<file path="config.mk">
export PLATFORM = sky130hd
export DESIGN_NAME = matrix_scan_driver_flat
export DESIGN_NICKNAME = d
export VERILOG_FILES = /design/src/rtl/matrix_scan_driver_if.sv /design/src/rtl/matrix_scan_driver.sv /design/src/flat_wrapper.sv
export SDC_FILE = /design/constraint.sdc
export NUM_CORES = 1
export LEC_CHECK = 0
export BUFFER_PORTS_ARGS = -buffer_cell sky130_fd_sc_hd__buf_2
export CAP_MARGIN = 10
export CORE_ASPECT_RATIO = 0.9
export CORE_UTILIZATION = 62
export DETAILED_ROUTE_END_ITERATION = 12
export HOLD_SLACK_MARGIN = 0.02
export PLACE_DENSITY = 0.78
export SYNTH_ARGS = -nofsm -noshare
export SYNTH_HDL_FRONTEND = slang
export SYNTH_SLANG_ARGS = --single-unit
</file>
<file path="constraint.sdc">
create_clock -name clk -period 3 [get_ports clk]
set_input_delay 0.3 -clock clk [delete_from_list [all_inputs] [get_ports clk]]
set_output_delay 0.3 -clock clk [all_outputs]
set_load 0.01 [all_outputs]
</file>
<file path="src/rtl/matrix_scan_driver_if.sv">
// Write port of the LED matrix scan driver: a writer pushes one row pattern
// per valid/ready handshake into the back frame bank.
interface matrix_scan_driver_if #(
    parameter int ROWS = 8,
    parameter int COLS = 8
);
    logic                      wr_valid;
    logic                      wr_ready;
    logic [$clog2(ROWS)-1:0]   wr_row;
    logic [COLS-1:0]           wr_data;

    modport master (
        output wr_valid,
        output wr_row,
        output wr_data,
        input  wr_ready
    );

    modport slave (
        input  wr_valid,
        input  wr_row,
        input  wr_data,
        output wr_ready
    );
endinterface

</file>
<file path="src/rtl/matrix_scan_driver.sv">
// Double-buffered 8x8 LED matrix scanner: rows are lit one at a time with a
// blanking gap between rows; front/back banks swap only at the frame wrap.
module matrix_scan_driver #(
    parameter int ROWS  = 8,
    parameter int COLS  = 8,
    parameter int DIV   = 1000,
    parameter int BLANK = 4
) (
    input  logic                     clk,
    input  logic                     rst,
    matrix_scan_driver_if.slave      wr,
    input  logic                     swap,
    output logic                     swap_done,
    output logic [$clog2(ROWS)-1:0]  row,
    output logic [ROWS-1:0]          row_sel,
    output logic [COLS-1:0]          col,
    output logic                     frame_start
);

    localparam int RW   = $clog2(ROWS);
    localparam int CMAX = (DIV > BLANK) ? DIV : BLANK;
    localparam int CW   = $clog2(CMAX + 1);

    typedef enum logic {
        ST_BLANK   = 1'b0,
        ST_DISPLAY = 1'b1
    } state_t;

    state_t          state_r;
    logic [CW-1:0]   cnt_r;
    logic [RW-1:0]   row_r;
    logic            front_r;
    logic            swap_pend_r;
    logic            swap_done_r;
    logic            frame_start_r;
    logic [COLS-1:0] bank_r [2][ROWS];

    logic            dwell_end_s;
    logic            blank_end_s;
    logic            wrap_s;
    logic            wr_fire_s;
    logic [RW-1:0]   row_next_s;
    logic [ROWS-1:0] row_sel_s;
    logic [COLS-1:0] col_s;

    // Dwell/blank terminal counts, the frame wrap and the accepted-write strobe.
    always_comb begin
        dwell_end_s = (state_r == ST_DISPLAY) && (cnt_r == CW'(DIV - 1));
        blank_end_s = (state_r == ST_BLANK) && (cnt_r == CW'(BLANK - 1));
        wrap_s      = dwell_end_s && (row_r == RW'(ROWS - 1));
        wr_fire_s   = wr.wr_valid && wr.wr_ready && (int'(wr.wr_row) < ROWS);
        if (row_r == RW'(ROWS - 1)) begin
            row_next_s = {RW{1'b0}};
        end else begin
            row_next_s = row_r + RW'(1);
        end
    end

    // Scan FSM: BLANK gap, then DISPLAY dwell, then advance to the next row.
    always_ff @(posedge clk or negedge rst) begin
        if (!rst) begin
            state_r       <= ST_BLANK;
            cnt_r         <= {CW{1'b0}};
            row_r         <= {RW{1'b0}};
            frame_start_r <= 1'b0;
        end else begin
            case (state_r)
                ST_BLANK: begin
                    if (blank_end_s) begin
                        state_r       <= ST_DISPLAY;
                        cnt_r         <= {CW{1'b0}};
                        frame_start_r <= (row_r == {RW{1'b0}});
                    end else begin
                        cnt_r         <= cnt_r + CW'(1);
                        frame_start_r <= 1'b0;
                    end
                end
                ST_DISPLAY: begin
                    frame_start_r <= 1'b0;
                    if (dwell_end_s) begin
                        state_r <= ST_BLANK;
                        cnt_r   <= {CW{1'b0}};
                        row_r   <= row_next_s;
                    end else begin
                        cnt_r   <= cnt_r + CW'(1);
                    end
                end
                default: begin
                    state_r       <= ST_BLANK;
                    cnt_r         <= {CW{1'b0}};
                    row_r         <= {RW{1'b0}};
                    frame_start_r <= 1'b0;
                end
            endcase
        end
    end

    // Swap request latch; a swap arriving on the wrap edge itself is honoured there.
    always_ff @(posedge clk or negedge rst) begin
        if (!rst) begin
            front_r     <= 1'b0;
            swap_pend_r <= 1'b0;
            swap_done_r <= 1'b0;
        end else if (wrap_s && (swap_pend_r || swap)) begin
            front_r     <= ~front_r;
            swap_pend_r <= 1'b0;
            swap_done_r <= 1'b1;
        end else begin
            swap_done_r <= 1'b0;
            if (swap) begin
                swap_pend_r <= 1'b1;
            end
        end
    end

    // Frame banks; writes always target the bank that is not being shown.
    always_ff @(posedge clk or negedge rst) begin
        if (!rst) begin
            for (int b = 0; b < 2; b++) begin
                for (int r = 0; r < ROWS; r++) begin
                    bank_r[b][r] <= {COLS{1'b0}};
                end
            end
        end else if (wr_fire_s) begin
            bank_r[~front_r][wr.wr_row] <= wr.wr_data;
        end
    end

    // Row enable and column drive are decoded straight from registered state.
    always_comb begin
        row_sel_s = {ROWS{1'b0}};
        col_s     = {COLS{1'b0}};
        if (state_r == ST_DISPLAY) begin
            row_sel_s = {{(ROWS-1){1'b0}}, 1'b1} << row_r;
            col_s     = bank_r[front_r][row_r];
        end else begin
            row_sel_s = {ROWS{1'b0}};
            col_s     = {COLS{1'b0}};
        end
    end

    assign wr.wr_ready  = ~swap_pend_r;
    assign swap_done    = swap_done_r;
    assign frame_start  = frame_start_r;
    assign row          = row_r;
    assign row_sel      = row_sel_s;
    assign col          = col_s;

endmodule

</file>
<file path="src/flat_wrapper.sv">
// flat-port wrapper written by rule: the top's interface ports become plain ports
module matrix_scan_driver_flat 
#(
    parameter int ROWS  = 8,
    parameter int COLS  = 8,
    parameter int DIV   = 1000,
    parameter int BLANK = 4
)
  (clk, rst, swap, swap_done, row, row_sel, col, frame_start, wr_wr_valid, wr_wr_row, wr_wr_data, wr_wr_ready);
  matrix_scan_driver_if #(.ROWS(ROWS), .COLS(COLS)) wr_i ();
  input  logic clk;
  input  logic rst;
  input  logic swap;
  output logic swap_done;
  output logic [$clog2(ROWS)-1:0] row;
  output logic [ROWS-1:0] row_sel;
  output logic [COLS-1:0] col;
  output logic frame_start;
  input wire logic [$bits(wr_i.wr_valid)-1:0] wr_wr_valid;
  input wire logic [$bits(wr_i.wr_row)-1:0] wr_wr_row;
  input wire logic [$bits(wr_i.wr_data)-1:0] wr_wr_data;
  output wire logic [$bits(wr_i.wr_ready)-1:0] wr_wr_ready;
  assign wr_i.wr_valid = wr_wr_valid;
  assign wr_i.wr_row = wr_wr_row;
  assign wr_i.wr_data = wr_wr_data;
  assign wr_wr_ready = wr_i.wr_ready;
  matrix_scan_driver #(.ROWS(ROWS), .COLS(COLS), .DIV(DIV), .BLANK(BLANK)) u_core (.clk(clk), .rst(rst), .wr(wr_i), .swap(swap), .swap_done(swap_done), .row(row), .row_sel(row_sel), .col(col), .frame_start(frame_start));
endmodule
</file>
==> qor.yml <==
post-cts-setup-buffer-count: 0
clock_skew_ns: 0.005916
dieWidth_um: 113.3
yosysUniqueCellTypes: 36
clock_latency_ns: 0.41
slew_headroom_pct: 42.22
cts_sinks: 146
yosysMostFrequentCell: "dfrtp_1"
regArea_um2: 3657
num_vias: 4359
ir_drop_uv: 529.8
dpl.cell_count: 680
grt_pass1_wl_um: 24120
hold_viol: 0
layout-drive-gt1-share_pct: 39.64
grt_busiest_layer: "met2"
ys_ff_latch: 146
synth_seq_area_share_pct: 52.81
power.total_w: 0.004281
end_kind: "output pin"
power_leakage_nw: 3.926
setup_violations: 0
dp_hpwl_um: 9800
cp_data_required_time_ns: 2.70
cellPowerDensity_nw_per_um2: 546.2
fmaxAchievable_mhz: 358.4
syn_inst: 508
drt_iter0_markers: 315
yosysTopAreaCellShare_pct: 52.81
antenna_found_initial: 0
max_cap_viol_count: 0
avgSynthCellArea_um2: 13.62
cp-start-kind: "flip-flop"
rsz0062_at_grt: "no"
async_reset_ff_share_pct: 100.0
tns_ns: 0
synth_enable_flop_cells: 0
numCtsBuffers: 17
worstSetupPathType: "reg -> out"
tightest_slew_ns: 0.8667
fin_cells: 712
grt_pass1_vias: 4447
track_usage_pct: 28.30
period_needed_ns: 2.790
viasPerCell: 6.122
wl_per_cell_um: 21.13
yosys_warnings: 0
drc: 0
htree_levels: 4
grt_max_degree: 82
initial_core_util_pct: 63.73
fp-row-count: 36
first_pass_iters: 5
syn_nets: 530
synth_ff_type: "dfrtp_1"
dieArea_um2: 11590
synth_top_area_cell: "dfrtp_1"
io_buffer_count: 36
clk_pin_slew_worst_paths_ns: 0.06
fp.dieH_um: 102.2
outcome: "complete, no violations"
area_growth_pct: 13.29
cts.path.max_buffers: 2
cp.arrival_ns: 2.49
cp_max_fo: 48
met1_usage_pct: 37.89
ys_top_cells_by_count: "dfrtp_1, mux2_2, mux2i_1"
ctsRootBufferMaster: "clkbuf_16"
final_net_count: 570
netlist_top_cells_area: "dfrtp_1, mux2_2, mux2i_1"
hold_slack_ns: 0.1487
netlist_area_um2: 6918
finalCritPeriodShare_pct: 93.00
drv_slew: 0
antennaDiodeCount: 0
postRouteWirelength_um: 15040
nFillCells: 746
multiInputGateArea_um2: 3095
ioPinCount: 37
core_um2: 10860
hp-class: "in -> reg"
cts_tree: "built"
postRouteAntennaNets: 0
routabilityCongestion: 0.8069
grt.overflow.total: 0
globalRouteMet2Util_pct: 47.00
met3_usage_pct: 5.635
[worst paths after layout]
check                                            from                             end  slack (ns)  cells after the start
max reg2reg                u_core.front_r$_DFFE_PN0P_   u_core.bank_r[91]$_DFFE_PN0P_        0.61                      3
max in group asynchronous                         rst  u_core.bank_r[113]$_DFFE_PN0P_        1.73                      3
min reg2reg                 u_core.cnt_r[0]$_DFF_PN0_       u_core.cnt_r[0]$_DFF_PN0_        0.47                      1
min in group asynchronous                         rst  u_core.bank_r[117]$_DFFE_PN0P_        0.50                      2
min                                              swap  u_core.swap_pend_r$_DFFE_PN0P_        0.15                      3
max                        u_core.front_r$_DFFE_PN0P_                          col[6]        0.21                      5
[logic make-up (layout without fill, tap and decap cells)]
| kind of cell | Yosys count | count (layout) | share of synthesized area, % |
|---|---|---|---|
| buffers and inverters | 33 | 85 | 2.442 |
| xor gates and xnor gates | 9 | 9 | 1.139 |
| AOI/OAI and AO/OA | 36 | 36 | 3.672 |
| and+or+nand+nor | 97 | 97 | 7.705 |
| adders and majority gates | 7 | 7 | 1.266 |
| DFF | 146 | 146 | 52.81 |
| muxes | 180 | 180 | 30.96 |
[routing by layer]
| layer | vias up | share of wire [%] |
|---|---|---|
| met1 | 2327 | 45 |
| met4 | 0 | 1.1 |
| met5 | - | 0 |
| li1 | 1936 | - |
| met3 | 15 | 3.2 |
| met2 | 81 | 51 |
[repair_timing]
action | CTS | global route
endpoints found under the hold margin | 79 | 0
gates resized for setup | 0 | 0
hold buffers | 1 | 0
endpoints found under the setup margin | 0 | 0
[cell usage in the layout, fill, tap and decap left out, drive strengths merged, types with 5 or more instances in the layout]
cell    count
xnor2       5
nor2       18
clkbuf     21
inv         6
o21ai       6
nor3        5
a22oi      24
and2        7
mux2      128
nor2b       8
nand3      17
mux4       12
buf        47
ha          7
and3        6
dfrtp     146
mux2i      40
nand2      23
[where the power goes]
part / leakage, nW / internal [W] / switching [W]
logic: 1.66 / 0.0000708 / 0.0000963
registers: 1.99 / 0.00201 / 0.0000359
clock network: 0.277 / 0.00128 / 0.000794
[worst max-delay path, stage by stage (launching register included)]
cell and delay (ns):
dfrtp_4 0.99, mux2i_1 0.17, a22oi_1 0.33, a22oi_1 0.14, o211ai_1 0.25, buf_2 0.17
[per-stage QoR]
| step | instance area, µm² | utilization, % | setup WS, ns |
|---|---|---|---|
| after global placement | 7247 | 66.76 | 0.6605 |
| after global routing | 7838 | 72.20 | 0.07587 |
| after detailed placement | 7247 | 66.76 | 0.6574 |
| after floorplan | 6918 | - | 1.111 |
| after CTS | 7838 | 72.20 | 0.1970 |
| final | 7838 | 72.20 | 0.2100 |
[state kept, by name, summed over array words and instances (netlist names)]
signal              count
u_core.front_r          1
u_core.cnt_r           10
u_core.bank_r         128
u_core.swap_pend_r      1
u_core.swap_done        1
u_core.state_r          1
u_core.frame_start      1
u_core.row              3
[final cells by class]
cell class	count	share of cell area, %
clock buffers	21	6.003
clock inverters	10	1.405
inverters	6	0.2874
multi-input cells	329	39.50
flip-flops and latches	146	46.66
well taps	152	2.427
repair buffers	48	3.720
No activity file was read; power rests on OpenSTA's default activity.
